<file path="config.mk">
export PLATFORM = sky130hd
export DESIGN_NAME = bcd_convert_seq_flat
export DESIGN_NICKNAME = d
export VERILOG_FILES = /design/src/rtl/bcd_convert_seq_if.sv /design/src/rtl/bcd_convert_seq.sv /design/src/flat_wrapper.sv
export SDC_FILE = /design/constraint.sdc
export NUM_CORES = 1
export LEC_CHECK = 0
export CAP_MARGIN = 25
export CORE_MARGIN = 2
export CORE_UTILIZATION = 49
export DETAILED_ROUTE_END_ITERATION = 7
export HOLD_SLACK_MARGIN = 0.08
export PLACE_DENSITY = 0.78
export SETUP_SLACK_MARGIN = 0.02
export SLEW_MARGIN = 25
export SYNTH_ARGS = -nofsm -noshare
export SYNTH_HDL_FRONTEND = slang
export SYNTH_SLANG_ARGS = --single-unit
</file>
<file path="constraint.sdc">
create_clock -name clk -period 2.35 [get_ports clk]
set_input_delay 0.3525 -clock clk [delete_from_list [all_inputs] [get_ports clk]]
set_output_delay 0.3525 -clock clk [all_outputs]
set_load 0.05 [all_outputs]
</file>
<file path="src/rtl/bcd_convert_seq_if.sv">
// Handshake bundle for the sequential binary-to-BCD converter.
// Master issues start/bin_val; slave returns status and held results.
interface bcd_convert_seq_if #(
    parameter int BIN_W  = 16,
    parameter int DIGITS = 5
);
    logic                start;
    logic [BIN_W-1:0]    bin_val;
    logic                busy;
    logic                done;
    logic [4*DIGITS-1:0] bcd;
    logic [DIGITS-1:0]   blank;
    logic                overflow;

    modport master (
        output start,
        output bin_val,
        input  busy,
        input  done,
        input  bcd,
        input  blank,
        input  overflow
    );

    modport slave (
        input  start,
        input  bin_val,
        output busy,
        output done,
        output bcd,
        output blank,
        output overflow
    );
endinterface

</file>
<file path="src/rtl/bcd_convert_seq.sv">
// Multi-cycle double-dabble binary-to-BCD converter, one bit per clock,
// with saturation on overflow and a leading-zero blank mask.
module bcd_convert_seq #(
    parameter int BIN_W    = 16,
    parameter int DIGITS   = 5,
    parameter bit BLANK_LZ = 1'b1
) (
    input logic              clk,
    input logic              rst_n,
    bcd_convert_seq_if.slave bus
);
    localparam int ACC_W = 4 * DIGITS;
    localparam int CNT_W = $clog2(BIN_W + 1);
    localparam logic [ACC_W-1:0] NINES = {DIGITS{4'd9}};

    typedef enum logic [1:0] {
        S_IDLE,
        S_SHIFT,
        S_FINISH
    } state_t;

    state_t           r_state;
    logic [BIN_W-1:0] r_sr;
    logic [ACC_W-1:0] r_acc;
    logic [CNT_W-1:0] r_cnt;
    logic             r_ovf;
    logic             r_busy;
    logic             r_done;
    logic [ACC_W-1:0] r_bcd;
    logic [DIGITS-1:0] r_blank;
    logic             r_ovf_out;

    logic [ACC_W-1:0] w_adj;
    logic [ACC_W-1:0] w_shift;
    logic             w_carry;
    logic [DIGITS-1:0] w_blank;

    always_comb begin
        w_adj = r_acc;
        for (int k = 0; k < DIGITS; k++) begin
            if (r_acc[4*k +: 4] >= 4'd5) begin
                w_adj[4*k +: 4] = r_acc[4*k +: 4] + 4'd3;
            end
        end
    end

    // The bit leaving the top digit is the sticky overflow source.
    assign w_shift = {w_adj[ACC_W-2:0], r_sr[BIN_W-1]};
    assign w_carry = w_adj[ACC_W-1];

    always_comb begin
        logic run;
        w_blank = '0;
        run     = 1'b1;
        for (int k = DIGITS - 1; k >= 1; k--) begin
            run        = run & (r_acc[4*k +: 4] == 4'd0);
            w_blank[k] = run;
        end
        if (!BLANK_LZ) begin
            w_blank = '0;
        end
    end

    always_ff @(posedge clk or negedge rst_n) begin
        if (!rst_n) begin
            r_state   <= S_IDLE;
            r_sr      <= '0;
            r_acc     <= '0;
            r_cnt     <= '0;
            r_ovf     <= 1'b0;
            r_busy    <= 1'b0;
            r_done    <= 1'b0;
            r_bcd     <= '0;
            r_blank   <= '0;
            r_ovf_out <= 1'b0;
        end else begin
            unique case (r_state)
                S_IDLE: begin
                    r_done <= 1'b0;
                    if (bus.start) begin
                        r_sr    <= bus.bin_val;
                        r_acc   <= '0;
                        r_ovf   <= 1'b0;
                        r_cnt   <= CNT_W'(BIN_W);
                        r_busy  <= 1'b1;
                        r_state <= S_SHIFT;
                    end
                end
                S_SHIFT: begin
                    r_acc <= w_shift;
                    r_sr  <= {r_sr[BIN_W-2:0], 1'b0};
                    r_cnt <= r_cnt - CNT_W'(1);
                    if (w_carry) begin
                        r_ovf <= 1'b1;
                    end
                    if (r_cnt == CNT_W'(1)) begin
                        r_state <= S_FINISH;
                    end
                end
                S_FINISH: begin
                    r_busy  <= 1'b0;
                    r_done  <= 1'b1;
                    r_state <= S_IDLE;
                    if (r_ovf) begin
                        r_bcd     <= NINES;
                        r_blank   <= '0;
                        r_ovf_out <= 1'b1;
                    end else begin
                        r_bcd     <= r_acc;
                        r_blank   <= w_blank;
                        r_ovf_out <= 1'b0;
                    end
                end
                default: begin
                    r_state <= S_IDLE;
                end
            endcase
        end
    end

    assign bus.busy     = r_busy;
    assign bus.done     = r_done;
    assign bus.bcd      = r_bcd;
    assign bus.blank    = r_blank;
    assign bus.overflow = r_ovf_out;
endmodule

</file>
<file path="src/flat_wrapper.sv">
// flat-port wrapper written by rule: the top's interface ports become plain ports
module bcd_convert_seq_flat 
#(
    parameter int BIN_W    = 16,
    parameter int DIGITS   = 5,
    parameter bit BLANK_LZ = 1'b1
)
  (clk, rst_n, bus_start, bus_bin_val, bus_busy, bus_done, bus_bcd, bus_blank, bus_overflow);
  bcd_convert_seq_if #(.BIN_W(BIN_W), .DIGITS(DIGITS)) bus_i ();
  input logic clk;
  input logic rst_n;
  input wire logic [$bits(bus_i.start)-1:0] bus_start;
  input wire logic [$bits(bus_i.bin_val)-1:0] bus_bin_val;
  output wire logic [$bits(bus_i.busy)-1:0] bus_busy;
  output wire logic [$bits(bus_i.done)-1:0] bus_done;
  output wire logic [$bits(bus_i.bcd)-1:0] bus_bcd;
  output wire logic [$bits(bus_i.blank)-1:0] bus_blank;
  output wire logic [$bits(bus_i.overflow)-1:0] bus_overflow;
  assign bus_i.start = bus_start;
  assign bus_i.bin_val = bus_bin_val;
  assign bus_busy = bus_i.busy;
  assign bus_done = bus_i.done;
  assign bus_bcd = bus_i.bcd;
  assign bus_blank = bus_i.blank;
  assign bus_overflow = bus_i.overflow;
  bcd_convert_seq #(.BIN_W(BIN_W), .DIGITS(DIGITS), .BLANK_LZ(BLANK_LZ)) u_core (.clk(clk), .rst_n(rst_n), .bus(bus_i));
endmodule
</file>
== Yosys cells after proc, flatten, opt, wreduce, memory -nomap -nowiden ==
Index checks and enable logic that the tools add are counted.

* Bits in latches: 0
* Output and inout port bits: 28
* Bits in read-only memories: 0
* Memories: 0
* Bits in writable memories: 0
* Flip-flop bits (word level): 72

* Reductions and logical operators: 11
* Muxes and demuxes: 23
* Magnitude comparators: 5
* Shifts and indexed selects: 0
* Bitwise operators: 3
* $mul: 0
* Equal/unequal tests: 6
* Divide/modulo/power cells: 0
* Add/sub/neg operators: 6

{| class="wikitable"
|+ Operator list
! kind !! count
|-
| 20-bit two-way mux || 2
|-
| 20-bit case mux with 2 select lines || 1
|-
| 16-bit case mux with 2 select lines || 1
|-
| 4-bit by 2-bit adder with 4-bit output (second input constant) || 5
|-
| 4-bit by 3-bit >= comparator with 1-bit output (second input constant) || 5
|-
| 4-bit two-way mux || 5
|-
| 4-bit zero test || 4
|-
| 16-bit two-way mux || 1
|-
| 5-bit two-way mux || 2
|-
| 5-bit case mux with 2 select lines || 1
|-
| 1-bit case mux with 2 select lines || 3
|-
| 2-bit AND reduction || 3
|-
| 5-bit by 1-bit == test with 1-bit output (second input constant) || 1
|-
| 5-bit by 1-bit subtractor with 5-bit output (second input constant) || 1
|-
| 1-bit two-way mux || 4
|-
| 2-bit two-way mux || 2
|-
| 2-bit by 1-bit inequality test with 1-bit output (second input constant) || 2
|-
| 2-bit case mux with 2 select lines || 1
|-
| 2-bit nonzero test || 2
|-
| 1-bit AND || 3
|-
| 3-bit AND reduction || 1
|-
| 2-bit by 1-bit == test with 1-bit output (second input constant) || 1
|-
| 2-bit == test (second input constant) || 1
|-
| 2-bit zero test || 1
|-
| 2-bit inequality test (second input constant) || 1
|}

== Longest topological paths before layout ==
* Depth in word-level cells: 5
* Gate-level depth with buffers: 6

== Least setup slack after synthesis ==
Ideal clock, no wire load.

* Path type: register to register
* Start point: register u_core.r_acc[16]
* End point: register u_core.r_blank[1], in the netlist u_core.bus.blank[1]
* Library setup time: 74 ps
* Arrival: 2262 ps
* Path slack: 13 ps
* Cell stages (with the launch flop): 7
* Buffers on the path: 0
* Period minus slack after synthesis: 2337 ps
* Required time: 2276 ps
* Cell sequence: dfrtp_1 inv_1 ha_1 or4b_1 or4b_4 or4b_4 o21ai_2

* Word-level cells in the longest chain between the ends: 5

{| class="wikitable"
|+ RTL lines
! element !! line !! RTL
|-
| start, declared || bcd_convert_seq.sv:24 || <nowiki>logic [ACC_W-1:0] r_acc;</nowiki>
|-
| start signal, assigned || bcd_convert_seq.sv:90 || <nowiki>r_acc <= w_shift;</nowiki>
|-
| 4-bit zero test || bcd_convert_seq.sv:56 || <nowiki>run = run & (r_acc[4*k +: 4] == 4'd0);</nowiki>
|-
| 1-bit AND (3 in series) || bcd_convert_seq.sv:56 ||
|-
| 5-bit two-way mux || bcd_convert_seq.sv:104 || <nowiki>if (r_ovf) begin</nowiki>
|-
| end signal, assigned || bcd_convert_seq.sv:110 || <nowiki>r_blank <= w_blank;</nowiki>
|-
| end, declared || bcd_convert_seq.sv:30 || <nowiki>logic [DIGITS-1:0] r_blank;</nowiki>
|}

No other way between the ends.
A chain may end at the register's enable or synchronous reset.

== Worst setup path after layout ==
* Start point: register u_core.r_acc[16]
* End point: register u_core.r_blank[2], in the netlist u_core.bus.blank[2]

* Word-level cells in the longest chain between the ends: 4

{| class="wikitable"
|+ RTL lines
! element !! line
|-
| 4-bit zero test || bcd_convert_seq.sv:56
|-
| 1-bit AND (2 in series) || bcd_convert_seq.sv:56
|-
| 5-bit two-way mux || bcd_convert_seq.sv:104
|}

No other way between the ends.

==> results.toml <==
[clocking]
ctsRootBufferMaster = "clkbuf_8"
clockBufferDepth = 2
cts_max_level = 3
tritoncts = "built"
numCtsBuffers = 9
clock-sinks = 71
insertion_delay_ps = 350
clkTransAtPathRegs_ps = 80

[logic_synthesis]
ys_warn_count = 0
synth_compound_area_frac = 0.2070
synth_nets = 382
synth_seq_cells = 71
synthXorXnorAreaFrac = 0.01533
ys_types = 37
ys_seq_area_frac = 0.5184
post_synth.cell_area_avg_um2 = 9.876
synth_top_family_by_area = "compound AO/OA/AOI/OAI gates"
synth.area.mux_share = 0.006207
yosys.area_share.simple = 0.1541
synth_area_um2 = 3427
synth-adder-area-share = 0.05842
syn_inst = 347

[setup_path]
slowest_delay_ps = 540
end_kind = "flip-flop"
worstSetupPathType = "flip-flop to flip-flop"
path_cells = "inv_2 -> ha_1 -> or4b_4 -> or4b_4 -> or4b_4 -> o21ai_2"
worstPathMaxFanout = 2
crit_buf_inv = 1
crit_family = "simple AND/OR/NAND/NOR gates"
critPathArrivalTime_ps = 2570
start_kind = "flip-flop"
worstPathRequired_ps = 2630
crit_top_cell = "or4b_4"
cp_slowest_cell = "or4b_4"

[final_layout]
n_antenna_cell = 0
design_area_um2 = 4252
drive_above_1_share = 0.1139
finish.net_count = 434
final_util = 0.6258
stdcell_count = 500
nFillCells = 571
area_delta_synth_final_pct = 24.06

[grt]
antenna_found_initial = 0
grt_pass1_vias = 2651
track_usage = 0.2118
grt-ovfl-total = 0
grt_max_degree = 51
grt_pass1_wl_mm = 12.80

[die]
dieWidth_um = 87.63
die_h_um = 87.63
io_pins = 47
initial_core_util = 0.5044
dieArea_um2 = 7679
coreArea_um2 = 6794
row_count = 30

[sta]
report.final.setup_viol = 0
setup_ws_ps = 55.84
max-slew-margin-rel = 0.6667
fin_setup_tns_ps = 0
finalMaxSlewViolations = 0
fin_crit_ps = 2294
fmaxAchievable_mhz = 435.9
clock_skew_ps = 10.38
rsz0062_at_grt = "true"
hold_viol = 0
hold_ws_ps = 464.7
fin_crit_sh = 0.9762
worst_slew_pin_slew_ps = 498.4

[placed_design]
dpl.hpwl_mm = 5.033
gp_congestion = 0.8042
port_buffers = 45
placed_cell_area_um2 = 4033
place_inst = 482
place_ws_ps = 0.7188

[routing]
drt_pre_antenna_iters = 5
wl_mm = 7.479
vias = 2738
remaining_drc_errors = 0
drt_iter0_markers = 206
vias_per_cell = 5.476
ant_nets = 0
wl_per_cell_um = 14.96

[power_and_ir_drop]
power_mw = 5.761
peakVddDrop_uv = 559.4
p_leak_nw = 1.817
power_density_nw_per_um2 = 1355

[job]
max_cap_violations = 0

[run_status]
status = "finished, final reports clean"

[worst_hold_path]
hold_class = "input port to asynchronous set/reset pin"
routing by layer:
metal  GRT usage  routed length (µm)
met5           0                   0
met4     0.07972                  97
met3     0.02828                 259
met2      0.3223                3499
met1      0.3103                3622
synth_stat cells, drive strengths merged:
cell,n,share of area
dfrtp,71,0.52
o21ai,44,0.066
nand2,35,0.038
a21oi,25,0.037
clkbuf,21,0.023
nor2b,18,0.033
ha,16,0.058
a22oi,15,0.033
nor2,15,0.016
nand2b,13,0.024
inv,12,0.013
o31ai,10,0.022
o22ai,9,0.016
nand3,6,0.0088
a32o,5,0.015
xnor2,5,0.013
nor3b,4,0.0088
o311ai,4,0.010
or4b,4,0.014
buf,2,0.0033
nor3,2,0.0029
a221o,1,0.0029
a22o,1,0.0026
and2,1,0.0018
conb,1,0.0011
mux2,1,0.0033
mux2i,1,0.0029
nor4b,1,0.0026
o32ai,1,0.0026
or2,1,0.0018
or4,1,0.0022
xor2,1,0.0026
cells in the final DEF (no fill, tap or decap), types with 10 or more instances in the layout:
master	netlist	final
clkdlybuf4s50_1	0	44
dfrtp_1	71	71
inv_1	12	10
nor2b_1	18	17
buf_4	1	18
o21ai_0	41	41
nand2_1	35	35
nand2b_1	13	13
nor2_1	15	15
a22oi_1	15	15
o31ai_1	10	10
ha_1	16	16
a21oi_1	25	25
where the power goes:
group / leakage [nW] / switching [mW] / internal [mW] / total, mW
logic: 0.807 / 1.67 / 1.07 / 2.74
registers: 0.923 / 0.366 / 1.69 / 2.05
clock network: 0.0875 / 0.480 / 0.489 / 0.969
total: 1.82 / 2.52 / 3.24 / 5.76
final timing paths:
check                      cells after the start                           start                         endpoint  slack, ps
max                                            6    u_core.r_acc[16]$_DFFE_PN0P_  u_core.bus.blank[2]$_DFFE_PN0P_         60
min                                            2                           rst_n   u_core.bus.bcd[13]$_DFFE_PN0P_        460
max reg2reg                                    6    u_core.r_acc[16]$_DFFE_PN0P_  u_core.bus.blank[2]$_DFFE_PN0P_         60
min reg2reg                                    2  u_core.bus.bcd[18]$_DFFE_PN0P_   u_core.bus.bcd[18]$_DFFE_PN0P_        480
max in group asynchronous                      3                           rst_n      u_core.r_cnt[3]$_DFFE_PN0P_       1140
min in group clk                               2  u_core.bus.bcd[18]$_DFFE_PN0P_   u_core.bus.bcd[18]$_DFFE_PN0P_        480
kinds of logic after synthesis:
| group | after synthesis |
|---|---|
| XOR/XNOR | 6 |
| multiplexers | 2 |
| buffers and inverters | 35 |
| other | 1 |
| AND/OR/NAND/NOR | 101 |
| adder cells (fa/ha/maj) | 16 |
| flip-flops | 71 |
| AO/OA/AOI/OAI | 115 |
worst reg2reg max path: cells and delay by family, from the launching register on:
family / cells / cell delay (ps)
AOI/OAI and AO/OA: 1 / 120
DFF: 1 / 400
buffers and inverters: 1 / 70
and+or+nand+nor: 3 / 1500
adders and majority gates: 1 / 140
area by class of cell:
cell class	count	area, µm²	share of cell area
Clock buffer	9	123.9	0.02913
Clock inverter	7	73.82	0.01736
Inverter	12	45.04	0.01059
Multi-Input combinational cell	241	1521	0.3579
Sequential cell	71	1777	0.4179
Tap cell	96	120.1	0.02825
Timing Repair Buffer	64	590.6	0.1389
registers in the layout (all words and copies together) (netlist names):
name,flops
u_core.bus.bcd,20
u_core.bus.blank,4
u_core.bus.busy,1
u_core.bus.done,1
u_core.bus.overflow,1
u_core.r_acc,20
u_core.r_cnt,5
u_core.r_ovf,1
u_core.r_sr,16
u_core.r_state,2
timing repair:
action / 4_1_cts / 5_1_grt
setup buffers: 1 / 0
hold endpoints to repair: 15 / 0
pin swaps: 2 / 2
setup endpoints to repair: 2 / 2
gates cloned: 0 / 0
gates resized for setup: 1 / 1
hold buffers: 1 / 0
No activity file was read; power rests on OpenSTA's default activity.
